$ cat config.mk
export PLATFORM = sky130hd
export DESIGN_NAME = sobel_frame_ctrl
export DESIGN_NICKNAME = d
export VERILOG_FILES = /design/src/rtl/sobel_frame_ctrl.sv
export SDC_FILE = /design/constraint.sdc
export NUM_CORES = 1
export LEC_CHECK = 0
export CAP_MARGIN = 15
export CORE_MARGIN = 10
export CORE_UTILIZATION = 50
export CTS_BUF_LIST = sky130_fd_sc_hd__clkbuf_8
export DETAILED_ROUTE_END_ITERATION = 8
export PLACE_DENSITY = 0.72
export SKIP_LAST_GASP = 1
export SLEW_MARGIN = 10
export SYNTH_ARGS = -nofsm -noshare
export SYNTH_HDL_FRONTEND = slang
export SYNTH_SLANG_ARGS = --single-unit
$ cat constraint.sdc
create_clock -name clk -period 4.4 [get_ports clk]
set_input_delay 0.66 -clock clk [delete_from_list [all_inputs] [get_ports clk]]
set_output_delay 0.66 -clock clk [all_outputs]
set_load 0.01 [all_outputs]
$ cat src/rtl/sobel_frame_ctrl.sv
// Frame sequencer around a streaming sobel_core: feeds one frame of pixels, pads
// the core pipeline, drops the window-centre lag and frames the edge results.
module sobel_frame_ctrl #(
  parameter int unsigned WIDTH  = 512,
  parameter int unsigned HEIGHT = 512,
  parameter int unsigned SKIP   = WIDTH + 1
) (
  input  logic       clk,
  input  logic       rst_n,
  input  logic       start,
  input  logic       abort,
  input  logic [7:0] src_pixel,
  input  logic       src_valid,
  output logic       src_ready,
  output logic [7:0] core_pixel,
  output logic       core_valid,
  input  logic [7:0] core_pixel_out,
  input  logic       core_valid_out,
  output logic [7:0] out_pixel,
  output logic       out_valid,
  output logic       out_last,
  output logic       busy,
  output logic       done
);

  localparam int unsigned CW = (WIDTH > 1) ? $clog2(WIDTH) : 1;
  localparam int unsigned RW = (HEIGHT > 1) ? $clog2(HEIGHT) : 1;
  localparam int unsigned PW = (SKIP > 1) ? $clog2(SKIP) : 1;
  localparam int unsigned SW = $clog2(SKIP + 1);

  typedef enum logic [2:0] {IDLE, FEED, PAD, DRAIN, DONE} state_t;

  state_t        state;
  logic [CW-1:0] in_col;
  logic [RW-1:0] in_row;
  logic [CW-1:0] out_col;
  logic [RW-1:0] out_row;
  logic [PW-1:0] pad_cnt;
  logic [SW-1:0] skip_cnt;
  logic          fin;

  logic accept_c;
  logic in_end_c;
  logic out_end_c;
  logic pad_end_c;
  logic take_c;
  logic emit_c;
  logic border_c;

  assign src_ready = (state == FEED);
  assign busy      = (state == FEED) || (state == PAD) || (state == DRAIN);
  assign done      = (state == DONE);

  assign accept_c  = src_valid && src_ready && !abort;
  assign in_end_c  = (in_col == CW'(WIDTH - 1)) && (in_row == RW'(HEIGHT - 1));
  assign out_end_c = (out_col == CW'(WIDTH - 1)) && (out_row == RW'(HEIGHT - 1));
  assign pad_end_c = (pad_cnt == PW'(SKIP - 1));
  // Core results are only consumed while a frame is live and not yet complete.
  assign take_c    = core_valid_out && (state != IDLE) && !fin && !abort;
  assign emit_c    = take_c && (skip_cnt == SW'(SKIP));
  assign border_c  = (out_row == '0) || (out_row == RW'(HEIGHT - 1)) ||
                     (out_col == '0) || (out_col == CW'(WIDTH - 1));

  // Core drive: accepted source beats pass straight through, PAD pushes zeros.
  always_comb begin
    core_valid = 1'b0;
    core_pixel = '0;
    if (accept_c) begin
      core_valid = 1'b1;
      core_pixel = src_pixel;
    end else if ((state == PAD) && !abort) begin
      core_valid = 1'b1;
    end
  end

  always_ff @(posedge clk or negedge rst_n) begin
    if (!rst_n) begin
      state     <= IDLE;
      in_col    <= '0;
      in_row    <= '0;
      out_col   <= '0;
      out_row   <= '0;
      pad_cnt   <= '0;
      skip_cnt  <= '0;
      fin       <= 1'b0;
      out_valid <= 1'b0;
      out_pixel <= '0;
      out_last  <= 1'b0;
    end else if (abort) begin
      state     <= IDLE;
      in_col    <= '0;
      in_row    <= '0;
      out_col   <= '0;
      out_row   <= '0;
      pad_cnt   <= '0;
      skip_cnt  <= '0;
      fin       <= 1'b0;
      out_valid <= 1'b0;
      out_pixel <= '0;
      out_last  <= 1'b0;
    end else begin
      out_valid <= emit_c;
      out_last  <= emit_c && out_end_c;
      out_pixel <= (emit_c && !border_c) ? core_pixel_out : '0;

      if (take_c && !emit_c) skip_cnt <= skip_cnt + 1'b1;

      if (emit_c) begin
        if (out_col == CW'(WIDTH - 1)) begin
          out_col <= '0;
          out_row <= (out_row == RW'(HEIGHT - 1)) ? '0 : out_row + 1'b1;
        end else begin
          out_col <= out_col + 1'b1;
        end
        if (out_end_c) fin <= 1'b1;
      end

      if (accept_c) begin
        if (in_col == CW'(WIDTH - 1)) begin
          in_col <= '0;
          in_row <= (in_row == RW'(HEIGHT - 1)) ? '0 : in_row + 1'b1;
        end else begin
          in_col <= in_col + 1'b1;
        end
      end

      case (state)
        IDLE:  if (start) state <= FEED;
        FEED:  if (accept_c && in_end_c) state <= PAD;
        PAD: begin
          if (pad_end_c) begin
            pad_cnt <= '0;
            state   <= fin ? DONE : DRAIN;
          end else begin
            pad_cnt <= pad_cnt + 1'b1;
          end
        end
        DRAIN: if (fin) state <= DONE;
        DONE: begin
          state    <= IDLE;
          in_col   <= '0;
          in_row   <= '0;
          out_col  <= '0;
          out_row  <= '0;
          skip_cnt <= '0;
          fin      <= 1'b0;
        end
        default: state <= IDLE;
      endcase
    end
  end

endmodule

Word-level counts from Yosys, hierarchy flattened:

Cells that the tools add are included.

* output and inout port bits: 22
* register bits after elaboration: 70
* word-level logic and storage cells: 110
* bits of input ports: 22

* equality and inequality tests: 14
* reduce and logical (&&, ||, !) cells: 37
* muxes and demuxes: 42
* add/subtract/negate cells: 6

Operators by type and width (number)
* $mux 9: 18
* $mux 10: 6
* $add 9x1->9 const B: 4
* $eq 9x9->1 const B: 4
* $mux 8: 3
* $reduce_bool 3->1: 7
* $add 10x1->10 const B: 2
* $eq 10x10->1 const B: 2
* $logic_not 9->1: 2
* $mux 3: 6
* $logic_and 1x1->1: 13
* $pmux 3 s4: 1
* $ne 3x3->1 const B: 3
* $mux 1: 8
* $eq 3x2->1 const B: 2
* $reduce_and 2->1: 3
* $logic_or 1x1->1: 5
* $logic_not 1->1: 4
* $reduce_and 4->1: 1
* $eq 3x1->1 const B: 1
* $eq 3x3->1 const B: 1
* $logic_not 3->1: 1
* $ne 3x2->1 const B: 1
* $reduce_bool 2->1: 1

Longest topological paths before layout:

Gate-level depths: netlist (run 1).

* depth after elaboration: 10
* gate-level depth with buffers: 10
* gate-level depth less buffers: 9

Least setup slack after synthesis (run 1):

No wires, ideal clock.

* path type: register to register
* start point: reg out_col[0]
* end point: reg out_row[3]
* setup slack: 1.996 ns
* cell stages (with the launch flop): 11
* data arrival time: 2.326 ns
* buffers on the path: 1
* clock period less this slack: 2.404 ns
* path through: dfrtp_1 > ha_1 > and3_1 > and3_1 > and3_1 > ha_1 > clkbuf_1 > inv_1 > nor4_1 > nand4b_1 > a21oi_1

* word-level cells in the longest chain between the ends: 3

RTL lines
* from (decl): line 36 `logic [CW-1:0] out_col;`
* from (signal assigned): line 113 `out_col <= out_col + 1'b1;`
* $eq 9x9->1: line 109 `if (out_col == CW'(WIDTH - 1)) begin`
* $reduce_bool 3->1 (no source line)
* $reduce_and 2->1 (no source line)
* to (signal assigned): line 111 `out_row <= (out_row == RW'(HEIGHT - 1)) ? '0 : out_row + 1'b1;`
* to (decl): line 37 `logic [RW-1:0] out_row;`

Every way passes these cells.
A chain may end at the register's enable or synchronous reset.

Worst setup path in the final report (run 1):

* start point: in abort
* end point: out core_pixel[6]

* word-level cells in the longest chain between the ends: 3

RTL lines
* from (decl): line 11 `input logic abort,`
* $logic_not 1->1: line 54 `assign accept_c = src_valid && src_ready && !abort;`
* $logic_and 1x1->1: line 54
* $mux 8: line 68 `if (accept_c) begin`
* to (decl): line 15 `output logic [7:0] core_pixel,`

Every way passes these cells.

==> results by group, run 1 <==
Timing
  – Final worst path period share: 0.859
  – Fmax: about 0.26 GHz
  – PnR worst setup slack: around 620 ps
  – RSZ-0062 raised after global routing: no
  – Max Clock Skew: ~10 ps
  – Fin Setup TNS: 0 ps
  – Worst hold slack: around 380 ps
  – Setup-failing EPs final: 0
  – Slew Viols, Final: 0
  – Relative slew slack: 0.407
  – Worst-Margin Slew: between 800 and 900 ps
  – Tmin final: roughly 3800 ps
  – Final Hold Fails: 0

GRT
  – Vias in the first global route: ~3300
  – Global-route usage over all layers: 0.165
  – Initial antenna violation count: 0
  – First-pass GRT wire length: around 16000 µm
  – Grt total ovfl: 0
  – Pin count of the biggest net entering global routing: 37

Power and ir drop
  – Pwr Density: ~350 nW/µm²
  – Comb pwr share: 0.172
  – Sequential power share: 0.435
  – Switch share: 0.284
  – Design internal power: 1160 µW
  – Clk pwr share: 0.392
  – Net Switching: 463 µW
  – Worst vdd ir: around 210 µV
  – Leakage: roughly 0.0019 µW

Outcome
  – Outcome: finished clean

Synthesis
  – #FFs+latches synth: 70
  – Synth warnings: 0
  – Ys async rst share: 1.00
  – Post-Syn Area: between 3000 and 4000 µm²
  – Count of unique library cells instantiated by Yosys: 52
  – Avg Cell Area, Syn: 9.27 µm²
  – Post-Syn Nets: about 460
  – Synth Flop Type: dfrtp_1
  – Post-Synthesis Cells: approximately 430
  – Sequential element share of the synthesized area: 0.443
  – Post-synth EDFFs: 0

Clock network
  – Post-cts gate resize count: 0
  – Cts hold-fix bufs: 0
  – Clk sink count: 70
  – Htree depth: 3
  – CTS tree: built
  – Post-CTS setup buffers: 0
  – CTS root buf: clkbuf_8
  – Worst-Skew Late Latency: 350 ps
  – Clock tree buffer depth: 2
  – Clock-pin slew on the worst setup and hold paths: approximately 80 ps
  – CTS buffer count: 9

Critical path
  – Critical Path RT: around 3700 ps
  – Reg2reg start: out_col[1]
  – CP max FO: 12
  – Flop2flop setup slack: ~1600 ps
  – CP Class: primary input to primary output
  – Worst EP arrival: about 3100 ps
  – Reg2reg end: out_row[2]
  – Worst Setup End Kind: primary output
  – CP Launch Type: primary input
  – R2R depth: 9

Die
  – Site row count: 32
  – Chip Height: 109 µm
  – DIE AREA: approximately 12000 µm²
  – Ports: between 40 and 50
  – Die X: between 100 and 150 µm
  – CORE AREA: between 7000 and 8000 µm²
  – Initial core utilization: 0.514

Placement
  – Place WS: around 640 ps
  – Dpl cell area: between 4000 and 5000 µm²
  – Detailed Place HPWL: roughly 6700 µm
  – PortBufs: between 40 and 50
  – GP Congestion: 0.824

Detailed routing
  – Iteration-0 DRC Markers: 258
  – Final wirelength: roughly 9600 µm
  – Routed Antenna Nets: 0
  – Vias: between 3000 and 4000
  – Initial DRT Pass Iterations: 4
  – Wire per inst: ~17 µm
  – Residual DRC: 0
  – Routed vias/inst: between 6 and 7

Cells and area
  – # fillers: a little under 700
  – Area of the multi-input gates: about 2000 µm²
  – Antenna diode count: 0
  – Final net count: between 400 and 500
  – Fin area: approximately 4700 µm²
  – Register Area: around 1800 µm²
  – Area Overhead vs Synth: 18.8%
  – Share of layout cells above drive strength 1: 0.0577
  – Commonest cells after routing, fill and taps aside: 70 x dfrtp_1, 42 x clkdlybuf4s50_1, 31 x a21oi_1
  – Commonest non-fill, non-tap cell in the layout: dfrtp_1

Job
  – Max-Cap Viols: 0

Min path
  – Tightest Hold Check Type: primary input to asynchronous set/reset pin
## final cells by class
cell class | count | share of cell area
clock inverter | 7 | 0.0259
clock buffer | 9 | 0.0264
multi-input combinational | 315 | 0.434
tap | 102 | 0.0272
inverter | 20 | 0.0160
sequential | 70 | 0.373
timing repair buffer | 47 | 0.0971
## power by group through the flow
stage               clock network [µW]  registers (µW)  logic (µW)
floorplan                            0             693         193
detailed placement                   0             719         280
CTS                                650             706         282
finish                             638             708         280
global placement                     0             719         273
global route                       682             713         314
## cells in the mapped netlist, types with 9 or more instances
cell type | count | area (µm²)
a21oi_1 | 31 | 155
a31oi_1 | 10 | 62.6
and2_1 | 10 | 62.6
and3_1 | 13 | 81.3
buf_2 | 10 | 50.1
clkbuf_1 | 9 | 33.8
dfrtp_1 | 70 | 1750
ha_1 | 14 | 175
inv_1 | 20 | 75.1
nand2_1 | 26 | 97.6
nand3_1 | 18 | 90.1
nand4_1 | 15 | 93.8
nor2_1 | 25 | 93.8
nor3_1 | 11 | 55.1
o21ai_0 | 26 | 130
o31ai_1 | 14 | 105
or3_1 | 10 | 62.6
## stage by stage
step                      cells  utilization  total power (µW)
after floorplan             426            -               886
after global placement      553        0.577               991
after global routing        570        0.610              1710
after CTS                   569        0.609              1640
final                       570        0.610              1630
after detailed placement    553        0.577               999
## logic make-up (layout without fill, tap and decap cells)
family,Yosys count,in the layout,synth area share
fa+ha+maj,14,14,0.0443
compound gates,114,114,0.185
buf+inv,41,83,0.0421
flops,70,70,0.443
xor+xnor,4,4,0.00887
mux,5,5,0.0127
simple gates,178,178,0.264
## how the worst max path moves through the flow
stage | from | endpoint | slack [ps] | cells past startpoint
global placement | abort | core_pixel[2] | 710 | 5
detailed placement | abort | core_pixel[6] | 640 | 5
finish | abort | core_pixel[6] | 620 | 5
CTS | abort | core_pixel[6] | 630 | 5
floorplan | out_col[0] | out_row[3] | 2000 | 10
global route | abort | core_pixel[2] | 450 | 5
## registers in the layout, indices dropped and copies added (netlist names)
signal and count:
in_row 9, skip_cnt 10, out_last 1, pad_cnt 10
out_col 9, fin 1, out_pixel 8, state 3
in_col 9, out_valid 1, out_row 9
## critical path: stages
cell and delay, ps:
clkdlybuf4s50_1 680, or3_1 540, nor2_1 480, and2_1 220, clkdlybuf4s50_1 550
## metal layers
metal / GRT usage / part of all wire
met5: 0 / 0
met4: 0.0612 / 0.015
met3: 0.0389 / 0.053
met2: 0.262 / 0.47
met1: 0.213 / 0.46
No activity file was read; power rests on OpenSTA's default activity.
==> inputs of run 2 (changes only) <==
--- a/config.mk
+++ b/config.mk
@@ -7,10 +7,10 @@
 export LEC_CHECK = 0
 export CAP_MARGIN = 15
 export CORE_MARGIN = 10
-export CORE_UTILIZATION = 50
+export CORE_UTILIZATION = 45
 export CTS_BUF_LIST = sky130_fd_sc_hd__clkbuf_8
 export DETAILED_ROUTE_END_ITERATION = 8
-export PLACE_DENSITY = 0.72
+export PLACE_DENSITY = 0.66
 export SKIP_LAST_GASP = 1
 export SLEW_MARGIN = 10
 export SYNTH_ARGS = -nofsm -noshare
==> run 2 against run 1 <==
Highest routed layer unchanged. Clock skew about the same. Final area down 0.53%. Register-to-register slack worse by 30 ps. Sequential share of layout area grew 0.20 points. Total power shrank 6.1%. Core utilization down 7.0 points. First-iteration DRC count fell by 33%.
==> results by group, run 2 (synthesized netlist as in run 1, its figures left out) <==
GRT
  – Initial antenna violation count: 0 (unchanged)
  – Pin count of the biggest net entering global routing: 37 (unchanged)
  – Vias in the first global route: 3203 (was 3331)
  – Global-route usage over all layers: 0.146 (was 0.165)
  – Grt total ovfl: 0 (unchanged)
  – First-pass GRT wire length: 15800 µm (was 16100 µm)

Cells and area
  – Register Area: 1750 µm² (unchanged)
  – Largest regs: pad_cnt: 10 flops, skip_cnt: 10 flops (unchanged)
  – Share of layout cells above drive strength 1: 0.0597 (was 0.0577)
  – Area Overhead vs Synth: 18.2% (was 18.8%)
  – Area of the multi-input gates: 2040 µm² (unchanged)
  – Antenna diode count: 0 (unchanged)
  – Final net count: 500 (was 499)
  – # fillers: 808 (was 681)
  – Commonest cells after routing, fill and taps aside: 70 x dfrtp_1, 42 x clkdlybuf4s50_1, 31 x a21oi_1 (unchanged)
  – Commonest non-fill, non-tap cell in the layout: dfrtp_1 (unchanged)

Power and ir drop
  – Switch share: 0.310 (was 0.284)
  – Leakage: 0.00189 µW (was 0.00190 µW)
  – Sequential power share: 0.463 (was 0.435)
  – Clk pwr share: 0.355 (was 0.392)
  – Pwr Density: 327 nW/µm² (was 347 nW/µm²)
  – Worst vdd ir: 173 µV (was 208 µV)
  – Comb pwr share: 0.181 (was 0.172)
  – Net Switching: 473 µW (was 463 µW)
  – Design internal power: 1050 µW (was 1160 µW)

Clock network
  – Post-CTS setup buffers: 0 (unchanged)
  – CTS root buf: clkbuf_8 (unchanged)
  – Clock-pin slew on the worst setup and hold paths: 80 ps (about the same)
  – CTS tree: built (unchanged)
  – Cts hold-fix bufs: 0 (unchanged)
  – CTS buffer count: 9 (unchanged)
  – Worst-Skew Late Latency: 360 ps (was 350 ps)
  – Htree depth: 3 (unchanged)
  – Post-cts gate resize count: 0 (unchanged)
  – Clk sink count: 70 (unchanged)
  – Clock tree buffer depth: 2 (unchanged)

Timing
  – Max Clock Skew: 10.5 ps (was 10.4 ps)
  – Tmin final: 3600 ps (was 3780 ps)
  – Slew Viols, Final: 0 (unchanged)
  – Fin Setup TNS: 0 ps (unchanged)
  – RSZ-0062 raised after global routing: no (unchanged)
  – Fmax: 0.278 GHz (was 0.265 GHz)
  – Relative slew slack: 0.436 (was 0.407)
  – Final Hold Fails: 0 (unchanged)
  – Worst hold slack: 390 ps (was 381 ps)
  – Final worst path period share: 0.817 (was 0.859)
  – Worst-Margin Slew: 843 ps (was 887 ps)
  – Setup-failing EPs final: 0 (unchanged)

Detailed routing
  – Wire per inst: 16.2 µm (was 16.8 µm)
  – Iteration-0 DRC Markers: 173 (was 258)
  – Initial DRT Pass Iterations: 5 (was 4)
  – Routed Antenna Nets: 0 (unchanged)
  – Vias: 3433 (was 3483)
  – Final wirelength: 9330 µm (was 9580 µm)
  – Residual DRC: 0 (unchanged)
  – Routed vias/inst: 5.95 (was 6.11)

Critical path
  – CP max FO: 12 (unchanged)
  – Critical Path RT: 3740 ps (about the same)
  – CP Class: primary input to primary output (unchanged)
  – Worst Setup End Kind: primary output (unchanged)
  – CP Launch Type: primary input (unchanged)
  – Flop2flop setup slack: 1540 ps (was 1570 ps)
  – Worst EP arrival: 2940 ps (was 3120 ps)

Placement
  – Detailed Place HPWL: 6550 µm (was 6690 µm)
  – PortBufs: 43 (unchanged)
  – GP Congestion: 0.815 (was 0.824)

Die
  – Site row count: 34 (was 32)
  – Initial core utilization: 0.457 (was 0.514)
  – DIE AREA: 12900 µm² (was 11900 µm²)
  – CORE AREA: 8640 µm² (was 7690 µm²)
  – Ports: 44 (unchanged)
  – Die X: 114 µm (was 109 µm)
  – Chip Height: 114 µm (was 109 µm)

Min path
  – Tightest Hold Check Type: primary input to asynchronous set/reset pin (unchanged)

Job
  – Max-Cap Viols: 0 (unchanged)

Outcome
  – Outcome: finished clean (unchanged)
==> run 2: cell types whose count changed in the layout (fill, tap and decap cells not counted), sizes merged <==
cell,change
buf,+1
clkinvlp,-2
inv,+1
bufinv,-2
clkinv,+3
==> run 2: critical path, cell delays in order <==
cell             delay (ps)
clkdlybuf4s50_1         390
buf_4                   180
or3_1                   440
nor2_1                  510
and2_1                  210
clkdlybuf4s50_1         540
==> run 2: final cells by class <==
cell class                 count  area share
multi-input combinational    315       0.436
sequential                    70       0.375
timing repair buffer          48      0.0992
tap                          108      0.0290
clock buffer                   9      0.0265
clock inverter                 7      0.0174
inverter                      20      0.0161
==> run 2: final timing paths <==
kind / startpoint / endpoint / depth (start not counted)
min: rst_n / in_row[4] / 1
max: abort / core_pixel[1] / 6
max in group asynchronous: rst_n / out_col[0] / 2
min reg2reg: pad_cnt[9] / pad_cnt[9] / 1
max reg2reg: out_col[0] / out_row[4] / 9
min in group clk: pad_cnt[9] / pad_cnt[9] / 1
==> run 2: routing by layer <==
| layer | vias up | global-route usage | share of wire |
|---|---|---|---|
| met1 | 1647 | 0.199 | 0.49 |
| met2 | 80 | 0.218 | 0.45 |
| met3 | 12 | 0.0336 | 0.050 |
| met4 | 0 | 0.0618 | 0.016 |
| met5 | - | 0 | 0 |
| li1 | 1694 | - | - |
==> run 2: per-stage QoR <==
stage / utilization / total power, µW / area (µm²) / setup WS (ps) / instances
after floorplan: - / 886 / 3950 / 2000 / 426
after global placement: 0.516 / 993 / 4450 / 847 / 560
after detailed placement: 0.516 / 1000 / 4450 / 765 / 560
after CTS: 0.540 / 1540 / 4660 / 765 / 576
after global routing: 0.540 / 1610 / 4670 / 602 / 577
final: 0.540 / 1530 / 4670 / 805 / 577
==> run 2: power groups by stage <==
stage	Combinational [µW]	Clock [µW]	Sequential (µW)
finish	277	543	708
global route	312	580	715
CTS	281	554	707
detailed placement	280	0	719
global placement	275	0	718
floorplan	193	0	693
